File: src/rtl/ptw_arb_pkg.sv
// ptw_arb_pkg: shared types for the PTW/load-unit dcache read-port arbiter.
package ptw_arb_pkg;
    localparam int ARB_IDX_W = 12;
    localparam int ARB_TAG_W = 44;
    localparam int ARB_DATA_W = 64;
    localparam int ARB_ID_W = 2;

    typedef enum logic {IDLE, LOCK} arb_state_e;

    typedef struct packed {
        logic [ARB_IDX_W-1:0] index;
        logic [7:0]           be;
        logic [1:0]           size;
        logic [ARB_ID_W-1:0]  id;
    } dcache_rd_req_t;

    typedef struct packed {
        logic                  rvalid;
        logic [ARB_ID_W-1:0]   rid;
        logic [ARB_DATA_W-1:0] rdata;
    } dcache_rd_rsp_t;
endpackage

File: src/rtl/rr_arbiter.sv
// rr_arbiter: picks the first set request at or after ptr, wrapping around.
module rr_arbiter #(
    parameter int N = 2,
    parameter int W = $clog2(N)
) (
    input  logic [N-1:0] req,
    input  logic [W-1:0] ptr,
    output logic [N-1:0] onehot,
    output logic [W-1:0] idx,
    output logic         valid
);
    always_comb begin
        idx = '0;
        valid = 1'b0;
        for (int k = 0; k < N; k++) begin
            if (!valid && req[ptr + W'(k)]) begin
                valid = 1'b1;
                idx = ptr + W'(k);
            end
        end
        onehot = valid ? N'(1) << idx : '0;
    end
endmodule

File: src/rtl/ptw_dcache_port_arbiter.sv
// ptw_dcache_port_arbiter: shares one dcache read port among NUM_REQ requesters,
// tagging downstream ids with the requester index and routing responses back.
module ptw_dcache_port_arbiter
    import ptw_arb_pkg::*;
#(
    parameter int NUM_REQ = 2,
    parameter int IDX_W   = ARB_IDX_W,
    parameter int TAG_W   = ARB_TAG_W,
    parameter int DATA_W  = ARB_DATA_W,
    parameter int ID_W    = ARB_ID_W,
    parameter int MAX_OUT = 2,
    parameter int SEL_W   = $clog2(NUM_REQ)
) (
    input  logic                      clk_i,
    input  logic                      rst_i,
    input  logic                      flush_i,
    input  logic [NUM_REQ-1:0]        req_data_req_i,
    output logic [NUM_REQ-1:0]        req_data_gnt_o,
    input  logic [NUM_REQ*IDX_W-1:0]  req_addr_index_i,
    input  logic [NUM_REQ*8-1:0]      req_data_be_i,
    input  logic [NUM_REQ*2-1:0]      req_data_size_i,
    input  logic [NUM_REQ*ID_W-1:0]   req_data_id_i,
    input  logic [NUM_REQ*TAG_W-1:0]  req_addr_tag_i,
    output logic [NUM_REQ-1:0]        req_data_rvalid_o,
    output logic [ID_W-1:0]           req_data_rid_o,
    output logic [DATA_W-1:0]         req_data_rdata_o,
    output logic                      mem_data_req_o,
    input  logic                      mem_data_gnt_i,
    output logic [IDX_W-1:0]          mem_address_index_o,
    output logic [7:0]                mem_data_be_o,
    output logic [1:0]                mem_data_size_o,
    output logic [ID_W+SEL_W-1:0]     mem_data_id_o,
    output logic [TAG_W-1:0]          mem_address_tag_o,
    output logic                      mem_tag_valid_o,
    output logic                      mem_kill_req_o,
    input  logic                      mem_data_rvalid_i,
    input  logic [ID_W+SEL_W-1:0]     mem_data_rid_i,
    input  logic [DATA_W-1:0]         mem_data_rdata_i,
    output logic                      busy_o,
    output logic                      err_unexp_rsp_o
);
    localparam int CNT_W = $clog2(MAX_OUT + 1);
    localparam int RID_W = ID_W + SEL_W;
    localparam int NID = 1 << RID_W;

    arb_state_e state;
    logic [SEL_W-1:0] rr_ptr, owner, tag_owner, win_idx, sel, rs;
    logic [ID_W-1:0] tag_id, sel_id;
    logic [NUM_REQ-1:0] elig, win_oh;
    logic [NUM_REQ-1:0][CNT_W-1:0] cnt;
    logic [NID-1:0] drop;
    logic tag_pend, any_elig, active, grant, rsp_ok;

    always_comb begin
        elig = '0;
        for (int i = 0; i < NUM_REQ; i++)
            elig[i] = req_data_req_i[i] && cnt[i] < CNT_W'(MAX_OUT) && !flush_i;
    end

    rr_arbiter #(.N(NUM_REQ), .W(SEL_W)) u_arb (
        .req(elig), .ptr(rr_ptr), .onehot(win_oh), .idx(win_idx), .valid(any_elig)
    );

    // A locked owner keeps the port even if its count would now block it; it cannot grow while locked.
    assign sel = (state == LOCK) ? owner : win_idx;
    assign active = (state == LOCK) ? req_data_req_i[owner] && !flush_i : any_elig;
    assign grant = active && mem_data_gnt_i;
    assign sel_id = req_data_id_i[sel*ID_W +: ID_W];

    assign req_data_gnt_o = !grant ? '0 : (state == LOCK) ? NUM_REQ'(1) << owner : win_oh;
    assign mem_data_req_o = active;
    assign mem_address_index_o = active ? req_addr_index_i[sel*IDX_W +: IDX_W] : '0;
    assign mem_data_be_o = active ? req_data_be_i[sel*8 +: 8] : '0;
    assign mem_data_size_o = active ? req_data_size_i[sel*2 +: 2] : '0;
    assign mem_data_id_o = active ? {sel, sel_id} : '0;

    assign mem_tag_valid_o = tag_pend;
    assign mem_address_tag_o = tag_pend ? req_addr_tag_i[tag_owner*TAG_W +: TAG_W] : '0;
    assign mem_kill_req_o = tag_pend && flush_i;

    assign rs = mem_data_rid_i[RID_W-1:ID_W];
    assign rsp_ok = mem_data_rvalid_i && cnt[rs] != '0;
    assign req_data_rvalid_o = (rsp_ok && !drop[mem_data_rid_i]) ? NUM_REQ'(1) << rs : '0;
    assign req_data_rid_o = rsp_ok ? mem_data_rid_i[ID_W-1:0] : '0;
    assign req_data_rdata_o = rsp_ok ? mem_data_rdata_i : '0;

    assign busy_o = (state != IDLE) || tag_pend || (|cnt);

    always_ff @(posedge clk_i or posedge rst_i) begin
        if (rst_i) begin
            state <= IDLE;
            rr_ptr <= '0;
            owner <= '0;
            tag_owner <= '0;
            tag_id <= '0;
            tag_pend <= 1'b0;
            cnt <= '0;
            drop <= '0;
            err_unexp_rsp_o <= 1'b0;
        end else begin
            state <= (active && !mem_data_gnt_i) ? LOCK : IDLE;
            if (active)
                owner <= sel;
            tag_pend <= grant;
            if (grant) begin
                tag_owner <= sel;
                tag_id <= sel_id;
                rr_ptr <= sel + 1'b1;
            end
            for (int i = 0; i < NUM_REQ; i++)
                cnt[i] <= cnt[i] + CNT_W'(grant && sel == SEL_W'(i)) - CNT_W'(rsp_ok && rs == SEL_W'(i));
            if (rsp_ok)
                drop[mem_data_rid_i] <= 1'b0;
            if (tag_pend && flush_i)
                drop[{tag_owner, tag_id}] <= 1'b1;
            if (mem_data_rvalid_i && cnt[rs] == '0)
                err_unexp_rsp_o <= 1'b1;
        end
    end
endmodule
File: config.mk
export PLATFORM = sky130hd
export DESIGN_NAME = ptw_dcache_port_arbiter
export DESIGN_NICKNAME = d
export VERILOG_FILES = /design/src/rtl/ptw_arb_pkg.sv /design/src/rtl/rr_arbiter.sv /design/src/rtl/ptw_dcache_port_arbiter.sv
export SDC_FILE = /design/constraint.sdc
export NUM_CORES = 1
export LEC_CHECK = 0
export CAP_MARGIN = 20
export CORE_AREA = 2 2 139 141
export CTS_BUF_LIST = sky130_fd_sc_hd__clkbuf_4 sky130_fd_sc_hd__clkbuf_8 sky130_fd_sc_hd__clkbuf_16
export DETAILED_ROUTE_END_ITERATION = 6
export DIE_AREA = 0 0 141 143
export GPL_ROUTABILITY_DRIVEN = 1
export REMOVE_ABC_BUFFERS = 1
export SLEW_MARGIN = 30
export SYNTH_ARGS = -nofsm -noshare
export SYNTH_HDL_FRONTEND = slang
export SYNTH_SLANG_ARGS = --single-unit
File: constraint.sdc
create_clock -name clk_i -period 2.81 [get_ports clk_i]
set_input_delay 0.562 -clock clk_i [delete_from_list [all_inputs] [get_ports clk_i]]
set_output_delay 0.562 -clock clk_i [all_outputs]
set_load 0.05 [all_outputs]
==> flow_summary.toml, run 1 <==
[run_status]
status = "completed"

[setup_path]
crit_path_start_kind = "register"
crit_arrival_ns = 2.15
cp.required_ns = 2.25
reg2reg_setup_slack_ns = 0.39
r2r_cells = 10
rr_startpoint = "cnt[1]"
critPathCapture = "mem_data_size_o[0]"
path_class = "reg2out"
setup.worst_path.start = "cnt[3]"
cp_max_fo = 6
cp-end-kind = "primary output"
crit-reg2reg-capture = "cnt[1]"

[drt]
drt_iter0_drc = 52
vias_per_cell = 3.96
wl_per_cell_um = 15.7
drtAntennaViolNets = 0
drt-pass1-iter-count = 4
vias = 3638
routed_wl_mm = 14.4
remaining_drc_errors = 0

[timing]
setup_viol = 0
skew_ns = 0.00571
tightest_slew_ns = 0.827
slew_violations = 0
slew_headroom = 0.448
fin_crit_sh = 0.967
fmax_mhz = 368
hold_violations = 0
post-route-min-period_ns = 2.72

[logic_synthesis]
yosys.area.top_type = "mux2i_1"
avgSynthCellArea_um2 = 8.05
ys_warn_count = 0
synth_cell_type_count = 32
synthSimpleGateAreaFrac = 0.359
syn_area_um2 = 2640
ys_seq_area_frac = 0.190
synth_top_family_by_area = "simple AND/OR/NAND/NOR gates"
ys_seq_elements = 20
synth.mux.area_fraction = 0.291
synthXorXnorAreaFrac = 0.0133
synth_compound_area_frac = 0.0688
synth_fa_ha_area_frac = 0.0190
syn_inst = 328
synth_top_cells_by_area = "mux2i_1 27%, dfrtp_1 19%, and2_1 16%"
yosysTopAreaCellShare = 0.266

[placement]
place_area_um2 = 7360
port_buffers = 353
dp_hpwl_mm = 12.1
gp_congestion = 0.714

[clock_network]
htreeDepth = 1
cts_tree = "built"
clkSlewWorstSetupHoldPaths_ns = 0.06
clock_sinks = 20
clkLatencyLatePin_ns = 0.25
holdBufCountCts = 0
clock_path_buffers = 2
cts_buffers = 3
cts_root_buf = "clkbuf_16"

[finish]
final_nets = 900
area_growth_pct = 189
stdcell_area_um2 = 7620
utilization = 0.410
multiInputGateArea_um2 = 2020
fillCellCount = 1785
regArea_um2 = 502
n_antenna_cell = 0
final_layout_size_suffix_gt1_frac = 0.276

[min_path]
hp-class = "reg2reg"

[flow_run]
maxCapViolations = 0

[power]
leakagePower_nw = 3.12
powerDensity_nw_per_um2 = 633
ir_drop_mv = 0.263

[floorplanning]
ios = 354
die_y_um = 143
die_area_um2 = 20200
die_w_um = 141
coreArea_um2 = 18600
rows = 50
initial_core_util = 0.142

[global_routing]
antenna_found_initial = 0
grt_usage = 0.131
grt_remaining_overflow = 0
grt_max_degree = 67
grt_pass1_wl_mm = 20.6
grt_pass1_vias = 3643
timing repair:
item,in CTS,in global routing
endpoints found under the hold margin,0,0
gates cloned,2,1
pin swaps,3,3
gates resized for setup,14,5
buffers inserted,1,3
endpoints found under the setup margin,25,25
routing by layer:
layer  track usage  routed length, um  up-vias
met5             0                  0        -
met4        0.0232                135        0
met3        0.0329               1320        6
met2         0.255               7710      215
met1         0.144               5230     1612
li1              -                  -     1805
cell usage after synthesis:
cell / number
a21oi_1: 3
nor3_1: 3
or2_4: 1
o41ai_4: 1
a21o_1: 2
or2_2: 1
xnor2_1: 4
or3b_1: 1
and4b_1: 1
clkinv_1: 1
nor2b_1: 44
o311a_1: 1
ha_1: 4
o211ai_1: 1
dfrtp_1: 20
buf_1: 1
o31ai_1: 5
nand2b_1: 5
nor2_1: 31
nor3b_1: 1
mux2_2: 2
mux4_2: 2
nand3b_1: 1
clkbuf_1: 17
buf_6: 3
inv_1: 8
o21ai_0: 12
buf_2: 4
and2_1: 69
a21o_2: 1
mux2i_1: 70
nand2_1: 8
worst min path at each step:
| stage | cells past startpoint | endpoint | startpoint |
|---|---|---|---|
| after global placement | 1 | err_unexp_rsp_o | err_unexp_rsp_o |
| final | 1 | err_unexp_rsp_o | err_unexp_rsp_o |
| after CTS | 1 | err_unexp_rsp_o | err_unexp_rsp_o |
| after detailed placement | 1 | err_unexp_rsp_o | err_unexp_rsp_o |
| after global routing | 1 | err_unexp_rsp_o | err_unexp_rsp_o |
| after floorplan | 2 | drop[0] | drop[0] |
sequential cells by signal (all words and copies together), names as in the netlist:
register,flops
drop,8
cnt,4
tag_id,2
err_unexp_rsp_o,1
mem_tag_valid_o,1
owner,1
rr_ptr,1
state,1
tag_owner,1
final cells by class:
class / count / share of cell area
clock inverter: 1 / 0.00394
tap: 234 / 0.0384
multi-input combinational: 274 / 0.265
inverter: 9 / 0.00443
clock buffer: 3 / 0.00985
timing repair buffer: 378 / 0.613
sequential: 20 / 0.0658
stage by stage:
step                TNS (ns)  hold slack (ns)  cells  total power [mW]  setup slack [ns]
global route         -0.0191            0.510    919              5.08           -0.0156
floorplan             -34.62            0.463    303              2.57            -0.786
global placement       -1.81            0.461    909              4.36            -0.114
finish                     0            0.472    919              4.82            0.0935
CTS                        0            0.481    916              4.85            0.0150
detailed placement     -2.71            0.467    909              4.37            -0.173
cell usage in the layout (no fill, tap or decap), types with 3 or more instances in the layout:
master             n
clkdlybuf4s50_1  208
buf_12            99
and2_1            69
mux2i_1           67
buf_4             63
nor2b_1           44
nor2_1            29
dfrtp_1           19
o21ai_0           12
nand2_1            8
inv_1              7
nand2b_1           5
o31ai_1            5
xnor2_1            4
ha_1               4
clkbuf_16          4
a21oi_1            3
nor3_1             3
buf_6              3
kinds of logic (layout without fill, tap and decap cells):
logic type                 Yosys count  after routing
adders and majority gates            4              4
muxes                               74             74
buffers and inverters               34            391
xor gates and xnor gates             4              4
and+or+nand+nor                    166            166
AOI/OAI and AO/OA                   26             26
DFF                                 20             20
worst max-delay path, stage by stage, from the launching register on:
cell and delay [ns]:
dfrtp_1 0.41, or2_4 0.27, o41ai_4 0.36, buf_6 0.23, buf_12 0.16, mux2i_2 0.24, nor2_2 0.07, buf_12 0.15
where the power goes:
group | internal [mW] | switching (mW) | total [mW]
Clock | 0.283 | 0.108 | 0.390
Combinational | 1.88 | 2.01 | 3.89
Sequential | 0.401 | 0.141 | 0.542
(Power assumes the default switching activity.)
==> run 2: changes to the inputs <==
- SKIP_LAST_GASP: unset -> 1
==> run 2 against run 1 <==
Net effect: final cell count did not move; critical path type unchanged; die area did not move; highest routed layer unchanged; register-to-register slack barely moved; maximum frequency fell by 0.44%; wire length rose by 0.15%; non-clock buffer count did not move; first-iteration DRC count fell by 13%; global-route usage did not move; via count barely moved.
==> flow_summary.toml, run 2 (synthesis gave the netlist of run 1 again) <==
[timing]
slew_headroom = 0.448
hold_ws_ns = 0.472
setup_viol = 0
hold_violations = 0
fin_ws_ns = 0.0814
fmax_mhz = 366
rsz0062_at_grt = "yes"
tightest_slew_ns = 0.827
skew_ns = 0.00571
fin_crit_sh = 0.971
slew_violations = 0
setup_tns_ns = 0
post-route-min-period_ns = 2.73

[setup_path]
slowest_delay_ns = 0.41
path_class = "reg2out"
cp-end-kind = "primary output"
crit_arrival_ns = 2.17
crit_path_start_kind = "register"
crit_family = "buffers and inverters"
crit_chain = "or2_4 -> o41ai_4 -> buf_6 -> buf_12 -> mux2i_2 -> nor2_1 -> buf_12"
cp_max_fo = 6
cp.required_ns = 2.25
slowest_stage = "dfrtp_1"
crit_top_cell = "buf_12"
cp.buffers_inverters = 3

[finish]
largest_register = "drop"
area_growth_pct = 189
instances_no_fill = 919
top_regs = "drop x8, cnt x4, tag_id x2"
layout_commonest_cell = "clkdlybuf4s50_1"
stdcell_area_um2 = 7620
n_antenna_cell = 0
final_layout_size_suffix_gt1_frac = 0.274
largest_register_ffs = 8
utilization = 0.410
final_nets = 900
final_cell_mix = "208 x clkdlybuf4s50_1, 99 x buf_12, 69 x and2_1"

[power]
p_total_mw = 4.82
ir_drop_mv = 0.263
leakagePower_nw = 3.12
powerDensity_nw_per_um2 = 633

[global_routing]
grtUsageMet1 = 0.144
met3_usage = 0.0329
grt_max_degree = 67
grt_remaining_overflow = 0
use_met2 = 0.255
grt_usage = 0.131
grt_pass1_wl_mm = 20.6
antenna_found_initial = 0
grt_pass1_vias = 3643
top_usage_layer = "met2"

[flow_run]
maxCapViolations = 0

[floorplanning]
ios = 354
die_w_um = 141
initial_core_util = 0.142
rows = 50
die_y_um = 143
die_area_um2 = 20200
coreArea_um2 = 18600

[placement]
place_inst = 909
dp_hpwl_mm = 12.1
place_area_um2 = 7360
port_buffers = 353
gp_congestion = 0.714
place_ws_ns = -0.173

[run_status]
status = "completed"

[drt]
drt-pass1-iter-count = 4
drt_iter0_drc = 45
wl_per_cell_um = 15.7
vias = 3635
vias_per_cell = 3.96
remaining_drc_errors = 0
routed_wl_mm = 14.4
drtAntennaViolNets = 0

[clock_network]
cts_root_buf = "clkbuf_16"
cts_tree = "built"
clkSlewWorstSetupHoldPaths_ns = 0.06
clock_path_buffers = 2
clock_sinks = 20
htreeDepth = 1
clkLatencyLatePin_ns = 0.25
cts_buffers = 3

[min_path]
hp-class = "reg2reg"
[run 2: layer usage]
| metal | up-vias | routed length (um) |
|---|---|---|
| li1 | 1805 | - |
| met1 | 1609 | 5250 |
| met2 | 215 | 7720 |
| met3 | 6 | 1320 |
| met4 | 0 | 135 |
| met5 | - | 0 |
[run 2: final cells by class]
| class | instances | area, um2 |
|---|---|---|
| fill | 1786 | 11000 |
| timing repair buffer | 378 | 4670 |
| multi-input combinational | 274 | 2020 |
| sequential | 20 | 502 |
| tap | 234 | 293 |
| clock buffer | 3 | 75.1 |
| inverter | 9 | 33.8 |
| clock inverter | 1 | 30.0 |
[run 2: timing repair]
action	in CTS	in global routing
gates cloned	2	1
hold buffers	0	0
resized for setup	14	4
pin swaps	3	3
setup buffers	1	3
endpoints found under the hold margin	0	0
endpoints found under the setup margin	25	25
[run 2: worst register-to-register path, delay by kind of cell (launching register included)]
| kind | cells | cell delay [ns] |
|---|---|---|
| compound gates | 1 | 0.12 |
| buf+inv | 3 | 0.37 |
| simple gates | 2 | 0.64 |
| flops | 1 | 0.45 |
| xor+xnor | 2 | 0.32 |
| fa+ha+maj | 2 | 0.45 |
[run 2: path summary, 6_finish.rpt]
path | from | endpoint | slack (ns) | depth (start not counted)
min | err_unexp_rsp_o | err_unexp_rsp_o | 0.47 | 1
min in group asynchronous | rst_i | tag_id[0] | 0.77 | 2
max in group asynchronous | rst_i | tag_owner | 1.47 | 2
min reg2reg | err_unexp_rsp_o | err_unexp_rsp_o | 0.47 | 1
max reg2reg | cnt[1] | cnt[1] | 0.39 | 10
max | cnt[3] | mem_data_size_o[0] | 0.08 | 7
[run 2: power by group]
part           internal, mW  switching (mW)
Combinational          1.88            2.01
Clock                 0.283           0.108
Sequential            0.401           0.141
Total                  2.56            2.26
==> run 3: changes to the inputs <==
- CORE_AREA: 2 2 139 141 -> 4 4 137 139
==> run 3 against run 2 <==
Net effect: maximum frequency rose by 1.2%; wire length rose by 3.9%; clock skew fell by 0.00093 ns; clock-buffer cell count rose by 1; total power fell by 3.2%; combinational power fell by 2%; via count rose by 1.2%; register-to-register slack barely moved; first-iteration DRC count rose by 16%; worst setup slack improved by 0.031 ns; critical endpoint is now mem_data_be_o[6]; final cell count fell by 1.3%; non-clock buffer count fell by 7; critical path type unchanged.
==> flow_summary.toml, run 3 (synthesis gave the netlist of run 1 again) <==
[timing]
setup_viol = 0
setup_tns_ns = 0
rsz0062_at_grt = "no"
skew_ns = 0.00477
hold_ws_ns = 0.467
fmax_mhz = 371
slew_headroom = 0.470
slew_violations = 0
hold_violations = 0
post-route-min-period_ns = 2.70
fin_ws_ns = 0.113
fin_crit_sh = 0.960
tightest_slew_ns = 0.795

[finish]
final_layout_size_suffix_gt1_frac = 0.270
stdcell_area_um2 = 7500
top_regs = "drop x8, cnt x4, tag_id x2"
instances_no_fill = 907
n_antenna_cell = 0
area_growth_pct = 184
layout_commonest_cell = "clkdlybuf4s50_1"
utilization = 0.425
largest_register = "drop"
final_cell_mix = "207 x clkdlybuf4s50_1, 98 x buf_12, 69 x and2_1"
final_nets = 893
largest_register_ffs = 8

[global_routing]
grt_pass1_vias = 3736
grt_pass1_wl_mm = 21.3
grt_max_degree = 67
grt_usage = 0.135
antenna_found_initial = 0
grt_remaining_overflow = 0

[min_path]
hp-class = "reg2reg"

[setup_path]
crit_path_start_kind = "register"
slowest_stage = "dfrtp_1"
crit_family = "buffers and inverters"
cp.required_ns = 2.25
cp.buffers_inverters = 4
slowest_delay_ns = 0.42
cp_max_fo = 4
crit_top_cell = "buf_6"
cp-end-kind = "primary output"
path_class = "reg2out"
crit_chain = "or2_4 -> o41ai_4 -> buf_6 -> buf_4 -> buf_6 -> mux2i_1 -> nor2_2 -> buf_12"
crit_arrival_ns = 2.14

[power]
ir_drop_mv = 0.276
swShare = 0.483
clockPowerShare = 0.065
intPower_mw = 2.41
p_seq_frac = 0.116
powerDensity_nw_per_um2 = 623
comb_power_share = 0.819
p_total_mw = 4.67
leakagePower_nw = 3.07
switchingPower_mw = 2.26

[floorplanning]
initial_core_util = 0.149
coreArea_um2 = 17700
rows = 49
die_area_um2 = 20200
ios = 354
die_y_um = 143
die_w_um = 141

[clock_network]
cts_tree = "built"
clkLatencyLatePin_ns = 0.25
cts_root_buf = "clkbuf_16"
cts_buffers = 3
clock_sinks = 20
clkSlewWorstSetupHoldPaths_ns = 0.06
clock_path_buffers = 2
htreeDepth = 1

[drt]
vias_per_cell = 4.06
vias = 3680
drtAntennaViolNets = 0
wl_met1_mm = 5.23
routed_wl_mm = 15.0
wl_per_cell_um = 16.5
drt_iter0_drc = 52
top_layer = "met4"
drt-pass1-iter-count = 4
remaining_drc_errors = 0
dr_wl_met3_mm = 1.52
route.met2.wl_mm = 8.08

[placement]
dp_hpwl_mm = 12.8
gp_congestion = 0.837
port_buffers = 353
place_inst = 900
place_ws_ns = -0.107
place_area_um2 = 7320

[flow_run]
maxCapViolations = 0

[run_status]
status = "completed"
run 3: path summary, 6_finish.rpt:
| kind | startpoint | endpoint | slack, ns | cells after the start |
|---|---|---|---|---|
| max | cnt[3] | mem_data_be_o[6] | 0.11 | 8 |
| min | err_unexp_rsp_o | err_unexp_rsp_o | 0.47 | 1 |
| max reg2reg | cnt[3] | cnt[3] | 0.39 | 11 |
| min reg2reg | err_unexp_rsp_o | err_unexp_rsp_o | 0.47 | 1 |
| max in group asynchronous | rst_i | tag_owner | 1.50 | 2 |
| min in group asynchronous | rst_i | owner | 0.77 | 2 |
run 3: power groups by stage:
stage | clock [mW] | sequential, mW | combinational [mW]
CTS | 0.308 | 0.544 | 3.86
global route | 0.324 | 0.564 | 4.02
global placement | 0 | 0.538 | 3.79
finish | 0.302 | 0.543 | 3.82
detailed placement | 0 | 0.540 | 3.81
floorplan | 0 | 0.608 | 1.96
run 3: what timing repair did:
action,in CTS,in global routing
setup endpoints to repair,22,19
resized for setup,4,12
pin swaps,1,3
buffers inserted,2,0
hold buffers,0,0
gates cloned,1,0
run 3: worst reg2reg max path: stages, from the launching register on:
cell and delay [ns]:
dfrtp_1 0.42, or2_4 0.30, o41ai_4 0.33, buf_6 0.18, buf_4 0.12, buf_4 0.13, nand2_1 0.07, ha_1 0.28
inv_1 0.04, ha_1 0.18, xnor2_1 0.18, xnor2_1 0.13
run 3: final cells by class:
type / instances / area (um2)
clock buffers: 4 / 82.6
fillers: 1704 / 10200
inverters: 9 / 33.8
multi-input cells: 274 / 2020
flip-flops and latches: 20 / 502
well taps: 229 / 287
repair buffers: 371 / 4570
run 3: metal layers:
metal / track usage / up-vias
li1: - / 1790
met1: 0.145 / 1657
met2: 0.262 / 225
met3: 0.0405 / 8
met4: 0.0219 / 0
met5: 0 / -
